<file path="src/rtl/multdiv_issue_ctrl.sv">
// multdiv_issue_ctrl
// Execute-stage issue controller for the multi-cycle multiply/divide unit.
// It latches one mult/div instruction, fires a single start pulse, and holds
// the pipeline stalled until the unit reports a result. The result (or a
// $rstatus exception code) then goes back as a one-cycle register write.
// A watchdog bounds the wait so that a lost ready strobe cannot hang the core.

module multdiv_issue_ctrl #(
    parameter int DATA_W      = 32,
    parameter int REG_W       = 5,
    parameter int TIMEOUT     = 40,
    parameter int RSTATUS_REG = 30,
    parameter int MUL_EXC     = 4,
    parameter int DIV_EXC     = 5
) (
    input  logic              clock,
    input  logic              reset,
    input  logic              issue_valid,
    input  logic              issue_is_div,
    input  logic [REG_W-1:0]  issue_rd,
    input  logic [DATA_W-1:0] issue_a,
    input  logic [DATA_W-1:0] issue_b,
    output logic              stall,
    output logic              busy,
    output logic              ctrl_MULT,
    output logic              ctrl_DIV,
    output logic [DATA_W-1:0] op_A,
    output logic [DATA_W-1:0] op_B,
    input  logic [DATA_W-1:0] data_result,
    input  logic              data_exception,
    input  logic              data_resultRDY,
    output logic              wb_valid,
    output logic [REG_W-1:0]  wb_rd,
    output logic [DATA_W-1:0] wb_data,
    output logic              timeout_err
);

    typedef enum logic [1:0] {
        IDLE  = 2'd0,
        START = 2'd1,
        WAIT  = 2'd2,
        WB    = 2'd3
    } state_t;

    // One spare count so the counter never has to wrap before the abort fires.
    localparam int WD_W = $clog2(TIMEOUT + 1);
    localparam logic [WD_W-1:0] WD_LAST = WD_W'(TIMEOUT - 1);

    state_t            state;
    logic              is_div_q;
    logic [REG_W-1:0]  rd_q;
    logic [WD_W-1:0]   wdog;

    // Stall is combinational so the issuing cycle itself already freezes the pipe.
    assign stall = ((state == IDLE) && issue_valid) || (state == START) || (state == WAIT);
    assign busy  = (state != IDLE);

    // Main controller: state, latched instruction, start pulses, watchdog and writeback registers.
    always_ff @(posedge clock) begin
        if (!reset) begin
            state       <= IDLE;
            is_div_q    <= 1'b0;
            rd_q        <= '0;
            wdog        <= '0;
            op_A        <= '0;
            op_B        <= '0;
            ctrl_MULT   <= 1'b0;
            ctrl_DIV    <= 1'b0;
            wb_valid    <= 1'b0;
            wb_rd       <= '0;
            wb_data     <= '0;
            timeout_err <= 1'b0;
        end else begin
            ctrl_MULT <= 1'b0;
            ctrl_DIV  <= 1'b0;
            wb_valid  <= 1'b0;
            case (state)
                IDLE: begin
                    if (issue_valid) begin
                        is_div_q  <= issue_is_div;
                        rd_q      <= issue_rd;
                        op_A      <= issue_a;
                        op_B      <= issue_b;
                        ctrl_DIV  <= issue_is_div;
                        ctrl_MULT <= ~issue_is_div;
                        state     <= START;
                    end
                end
                START: begin
                    wdog  <= '0;
                    state <= WAIT;
                end
                WAIT: begin
                    wdog <= wdog + 1'b1;
                    if (data_resultRDY) begin
                        state    <= WB;
                        wb_valid <= 1'b1;
                        if (data_exception) begin
                            wb_rd   <= REG_W'(RSTATUS_REG);
                            wb_data <= is_div_q ? DATA_W'(DIV_EXC) : DATA_W'(MUL_EXC);
                        end else begin
                            wb_rd   <= rd_q;
                            wb_data <= data_result;
                        end
                    end else if (wdog == WD_LAST) begin
                        timeout_err <= 1'b1;
                        state       <= WB;
                    end
                end
                WB: begin
                    state <= IDLE;
                end
                default: begin
                    state <= IDLE;
                end
            endcase
        end
    end

endmodule

</file>
<file path="config.mk">
export PLATFORM = sky130hd
export DESIGN_NAME = multdiv_issue_ctrl
export DESIGN_NICKNAME = d
export VERILOG_FILES = /design/src/rtl/multdiv_issue_ctrl.sv
export SDC_FILE = /design/constraint.sdc
export NUM_CORES = 1
export LEC_CHECK = 0
export CAP_MARGIN = 20
export CORE_ASPECT_RATIO = 1.5
export CORE_MARGIN = 2
export CORE_UTILIZATION = 36
export CTS_CLUSTER_DIAMETER = 30
export CTS_CLUSTER_SIZE = 16
export DETAILED_ROUTE_END_ITERATION = 8
export GPL_ROUTABILITY_DRIVEN = 1
export GPL_TIMING_DRIVEN = 0
export PLACE_DENSITY = 0.85
export SLEW_MARGIN = 20
export SYNTH_ARGS = -nofsm -noshare
export SYNTH_HDL_FRONTEND = slang
export SYNTH_SLANG_ARGS = --single-unit
</file>
<file path="constraint.sdc">
create_clock -name clock -period 1.5 [get_ports clock]
set_input_delay 0.45 -clock clock [delete_from_list [all_inputs] [get_ports clock]]
set_output_delay 0.45 -clock clock [all_outputs]
set_load 0.05 [all_outputs]
</file>
After elaboration in Yosys (flattened, before gate mapping)
Cells that the tools add are included.

Reduce and logical (&&, ||, !) cells: 12. Equal/unequal tests: 6. Add/subtract/negate cells: 1. Bitwise logic cells: 2. Mux-type cells: 9.

Operator list (count): two-way mux 32 bit (1); case mux 6 bit (2 select lines) (1); case mux 2 bit (4 select lines) (1); AND reduction 2 bit (4); adder 6 x 1 -> 6 bit, second input constant (1); == test 6 bit, second input constant (1); two-way mux 2 bit (3); AND reduction 3 bit (2); two-way mux 5 bit (1); == test 2 bit, second input constant (2); nonzero test 2 bit (2); inequality test 3 x 2 -> 1 bit, second input constant (1); == test 2 x 1 -> 1 bit, second input constant (1); logical NOT 2 bit (1); logical OR 1 bit (2); two-way mux 1 bit (2); inequality test 2 bit, second input constant (1); inverter 1 bit (2); logical AND 1 bit (1).

Logic and storage cells: 42. Bits of input ports: 107. Flip-flop bits (word level): 119.

Depth between registers and ports, before layout
Depth in word-level cells: 4. Depth in mapped cells: 7.

Least setup slack after synthesis
OpenSTA, ideal clock, no wires.

Path type: register -> output. Start: register state[0]. End: output port stall. Path slack: -355 ps. Arrival: 1405 ps. Required time: 1050 ps. Stages on the path, launching flop included: 6. Cells stage by stage: dfxtp_1 inv_1 ha_1 and2_1 buf_2 or3_1.

Word-level cells in the longest chain between the ends: 4. Elaborated cells on any way between the ends: 6. Those cells by class: eq/ne (2); reduce/logical (4).

Ends and longest elaborated chain: start: declaration (RTL line 49) `state_t state;`; start signal: assignment (RTL line 61) `state <= IDLE;`; start signal: assignment (RTL line 86) `state <= START;`; start signal: assignment (RTL line 91) `state <= WAIT;`; logical NOT 2 bit (RTL line 55) `assign stall = ((state == IDLE) && issue_valid) || (state == START) || (state == WAIT);`; logical AND 1 bit (RTL line 55); logical OR 1 bit (RTL line 55); logical OR 1 bit * (RTL line 55); end: declaration (RTL line 23) `output logic stall,`.

Every way passes the cells marked *; elsewhere a longest branch is shown, timed or not.

Worst setup path after layout
Same ends and word-level chain as after synthesis.

==> results <==
area by class of cell:
cell class | count | area share (%)
Clock inverter | 9 | 1.46
Sequential cell | 119 | 34.1
Multi-Input combinational cell | 302 | 26.0
Inverter | 5 | 0.375
Buffer | 32 | 3.03
Timing Repair Buffer | 231 | 25.8
Tap cell | 153 | 2.73
Clock buffer | 21 | 6.57
layer usage:
metal	vias up	part of all wire (%)	track usage (%)
met5	-	0	0
met4	0	2.1	7.48
met3	20	8.3	7.03
met2	166	54	38.1
met1	1901	36	19.7
li1	2037	-	-
repair_timing:
item                                    4_1_cts  5_1_grt
endpoints found under the setup margin      218      120
cloned                                        0        3
pin swaps                                     2       10
buffers inserted                              8        9
gates resized for setup                     565       32
per-stage QoR:
step | util (%) | cells | hold WS [ps] | setup TNS [ps] | power, mW
after floorplan | - | 460 | 442 | -172 | 6.60
after global placement | 56.1 | 825 | 450 | -60800 | 7.98
after detailed placement | 56.1 | 825 | 458 | -67140 | 8.11
after CTS | 57.4 | 862 | 462 | -18310 | 12.0
after global routing | 58.9 | 872 | 480 | -29560 | 12.7
final | 58.9 | 872 | 460 | -19100 | 12.2
cells by family after synthesis:
kind of cell               count (synthesis)
and+or+nand+nor                          176
DFF                                      119
AOI/OAI and AO/OA                        112
buffers and inverters                     39
xor gates and xnor gates                   5
adders and majority gates                  5
muxes                                      4
final timing paths:
kind	slack (ps)	depth (start not counted)	endpoint
min reg2reg	460	2	op_A[30]$_SDFFE_PN0P_
max	-540	5	stall
max reg2reg	-290	8	op_A[10]$_SDFFE_PN0P_
min	460	2	op_A[30]$_SDFFE_PN0P_
state kept, by name (all words and copies together), names as in the netlist, 2 cells and up:
register	cells
op_A	32
op_B	32
rd_q	5
state	2
wb_data	32
wb_rd	5
wdog	6
cells in the mapped netlist, drive strengths merged (2+ instances only):
master / number
dfxtp: 119
nand4: 2
xor2: 4
a22o: 31
nor2: 8
mux2i: 4
clkbuf: 17
nand2b: 6
and3: 3
inv: 5
nor2b: 2
nand2: 150
o311a: 5
o21ai: 3
a21boi: 70
ha: 5
and2: 3
buf: 17
worst max-delay path, delay by kind of cell (launching register included):
family	cells	cell delay, ps
adder cells (fa/ha/maj)	1	160
buffers and inverters	2	220
flip-flops	1	350
AND/OR/NAND/NOR	2	470
where the power goes:
group | switching (mW) | internal [mW] | total [mW]
Clock | 1.35 | 2.50 | 3.85
Combinational | 2.88 | 1.61 | 4.49
Sequential | 0.228 | 3.60 | 3.82
Total | 4.46 | 7.70 | 12.2
placed cells by master (no fill, tap or decap), types with 4 or more instances in the layout:
cell type,Yosys,routed
sky130_fd_sc_hd__a21boi_0,70,70
sky130_fd_sc_hd__a22o_1,31,31
sky130_fd_sc_hd__buf_2,10,103
sky130_fd_sc_hd__buf_4,3,16
sky130_fd_sc_hd__buf_6,4,9
sky130_fd_sc_hd__buf_8,0,5
sky130_fd_sc_hd__clkbuf_1,17,10
sky130_fd_sc_hd__clkbuf_16,0,18
sky130_fd_sc_hd__clkbuf_2,0,7
sky130_fd_sc_hd__clkbuf_4,0,9
sky130_fd_sc_hd__clkdlybuf4s50_1,0,103
sky130_fd_sc_hd__clkinv_2,0,4
sky130_fd_sc_hd__dfxtp_1,119,117
sky130_fd_sc_hd__mux2i_1,4,4
sky130_fd_sc_hd__nand2_1,149,149
sky130_fd_sc_hd__nand2b_1,6,6
sky130_fd_sc_hd__nor2_1,8,8
sky130_fd_sc_hd__o311a_1,5,5
sky130_fd_sc_hd__xor2_1,4,4
==> impl_metrics.py <==
metrics = {
    "outcome": {
        "run_status": "finished, violations left",
        "violations": "negative setup slack",
    },
    "synthesis": {
        "synth_simple_gate_area_share_pct": 16.5,
        "postSynthCellCount": 460,
        "yosysWarningCount": 0,
        "synth_top_cell_by_area": "sky130_fd_sc_hd__dfxtp_1",
        "synth_mux_area_share_pct": 0.925,
        "synth_area_in_xor_xnor_pct": 1.01,
        "synth.top_cell.area_share_pct": 55.0,
        "synth_top_family_by_area": "compound AO/OA/AOI/OAI gates",
        "synth_seq_cells": 119,
        "synthAdderAreaFrac_pct": 1.44,
        "seq_area_frac_synth_pct": 55.0,
        "number_of_flops_mapped_to_enable_cells_by_yosys": 0,
        "complex_gate_fraction_of_the_synthesized_area_pct": 20.5,
        "synth-async-reset-ratio_pct": 0,
        "ys_types": 28,
        "synth.net_count": 572,
        "synth_area_leaders": "sky130_fd_sc_hd__dfxtp_1 55%, sky130_fd_sc_hd__nand2_1 13%, sky130_fd_sc_hd__a21boi_0 12%, sky130_fd_sc_hd__a22o_1 6.3%, sky130_fd_sc_hd__clkbuf_1 1.5%",
        "synth_area_mm2": 0.00433,
        "syn_area_per_cell_um2": 9.41,
        "ys_dominant_reg_cell": "sky130_fd_sc_hd__dfxtp_1",
    },
    "sta": {
        "setup_slack_ps": -543,
        "worstMarginPinSlew_ps": 542,
        "setup_viol": 109,
        "finalWorstPathRequiredPeriod_ps": 2040,
        "worst_clock_skew_ps": 6.59,
        "final.period_utilization_pct": 136,
        "slew_viol_final": 0,
        "hold_violations": 0,
        "max-slew-margin-rel_pct": 63.9,
        "fmax_ghz": 0.490,
        "setup_repair_after_global_routing_missed_its_margin": "yes",
    },
    "die": {
        "die_height_um": 138,
        "die_x_um": 93.6,
        "pin_count": 214,
        "design.die.area_mm2": 0.0129,
        "core_area_mm2": 0.0119,
        "core.rowCount": 49,
        "starting_density_of_the_core_pct": 36.4,
    },
    "global_route": {
        "grt_pass1_wl_mm": 20.6,
        "grt_max_degree": 17,
        "overflow": 0,
        "groute.usage.overall_pct": 20.2,
        "grt_antenna_before_repair": 0,
        "first_global_vias": 4186,
    },
    "layout": {
        "nNetsFinal": 820,
        "antenna_cells_inserted": 0,
        "syn_to_final_growth_pct": 61.9,
        "fillCellCount": 1041,
        "register_area_mm2": 0.00239,
        "drive_gt1_share_pct": 26.7,
        "design_area_mm2": 0.00701,
        "multiInputGateArea_mm2": 0.00182,
    },
    "pwr": {
        "leakage_nw": 3.12,
        "powerDensity_mw_per_mm2": 1740,
        "maximum_resistive_drop_on_vdd_v": 0.000974,
    },
    "worst_setup_path": {
        "critPathMaxFanout": 3,
        "crit-reg2reg-launch": "state[0]$_SDFFE_PN0P_",
        "critical-path-slowest-cell": "sky130_fd_sc_hd__dfxtp_2",
        "cp_data_arrival_time_ps": 1590,
        "critPathLaunchType": "flip-flop",
        "worst-endpoint-required_ps": 1050,
        "timing.critical_path.from": "state[0]$_SDFFE_PN0P_",
        "timing_worst_setup_path_type": "flip-flop to output pin",
        "end_kind": "output pin",
        "critPathMaxStageDelay_ps": 350,
        "cp_cell_sequence": "inv_4 > ha_4 > and2_4 > or3_4 > buf_8",
    },
    "placement": {
        "place.gp.congestion": 0.772,
        "placedInstanceArea_mm2": 0.00667,
        "dp_hpwl_mm": 9.81,
        "port_buffers": 212,
        "pre_cts_ws_ps": -1260,
    },
    "cts": {
        "cts_made_buffers": 17,
        "clk_transition_reported_paths_ps": 50,
        "numClockSinks": 119,
        "cts_root_buffer": "sky130_fd_sc_hd__clkbuf_16",
        "cts_max_level": 4,
        "cts_tree": "done",
        "post_cts_hold_buffer_count": 0,
        "cts_max_path_buffers": 2,
        "insertion_delay_ps": 400,
    },
    "routing": {
        "drt_pass1_iterations": 5,
        "route.vias.total": 4124,
        "post_drt_wl_per_cell_um": 15.6,
        "initialDrtViolationCount": 96,
        "final_ant_viol_nets": 0,
        "drt_wl_total_mm": 13.6,
        "drcViolationCount": 0,
        "viasPerCell": 4.73,
    },
    "hold_path": {
        "hold_path.class": "flip-flop to flip-flop",
        "hold_path.startpoint": "op_A[30]$_SDFFE_PN0P_",
    },
    "run": {
        "maxCapViolCount": 0,
    },
}
(Power assumes the default switching activity.)
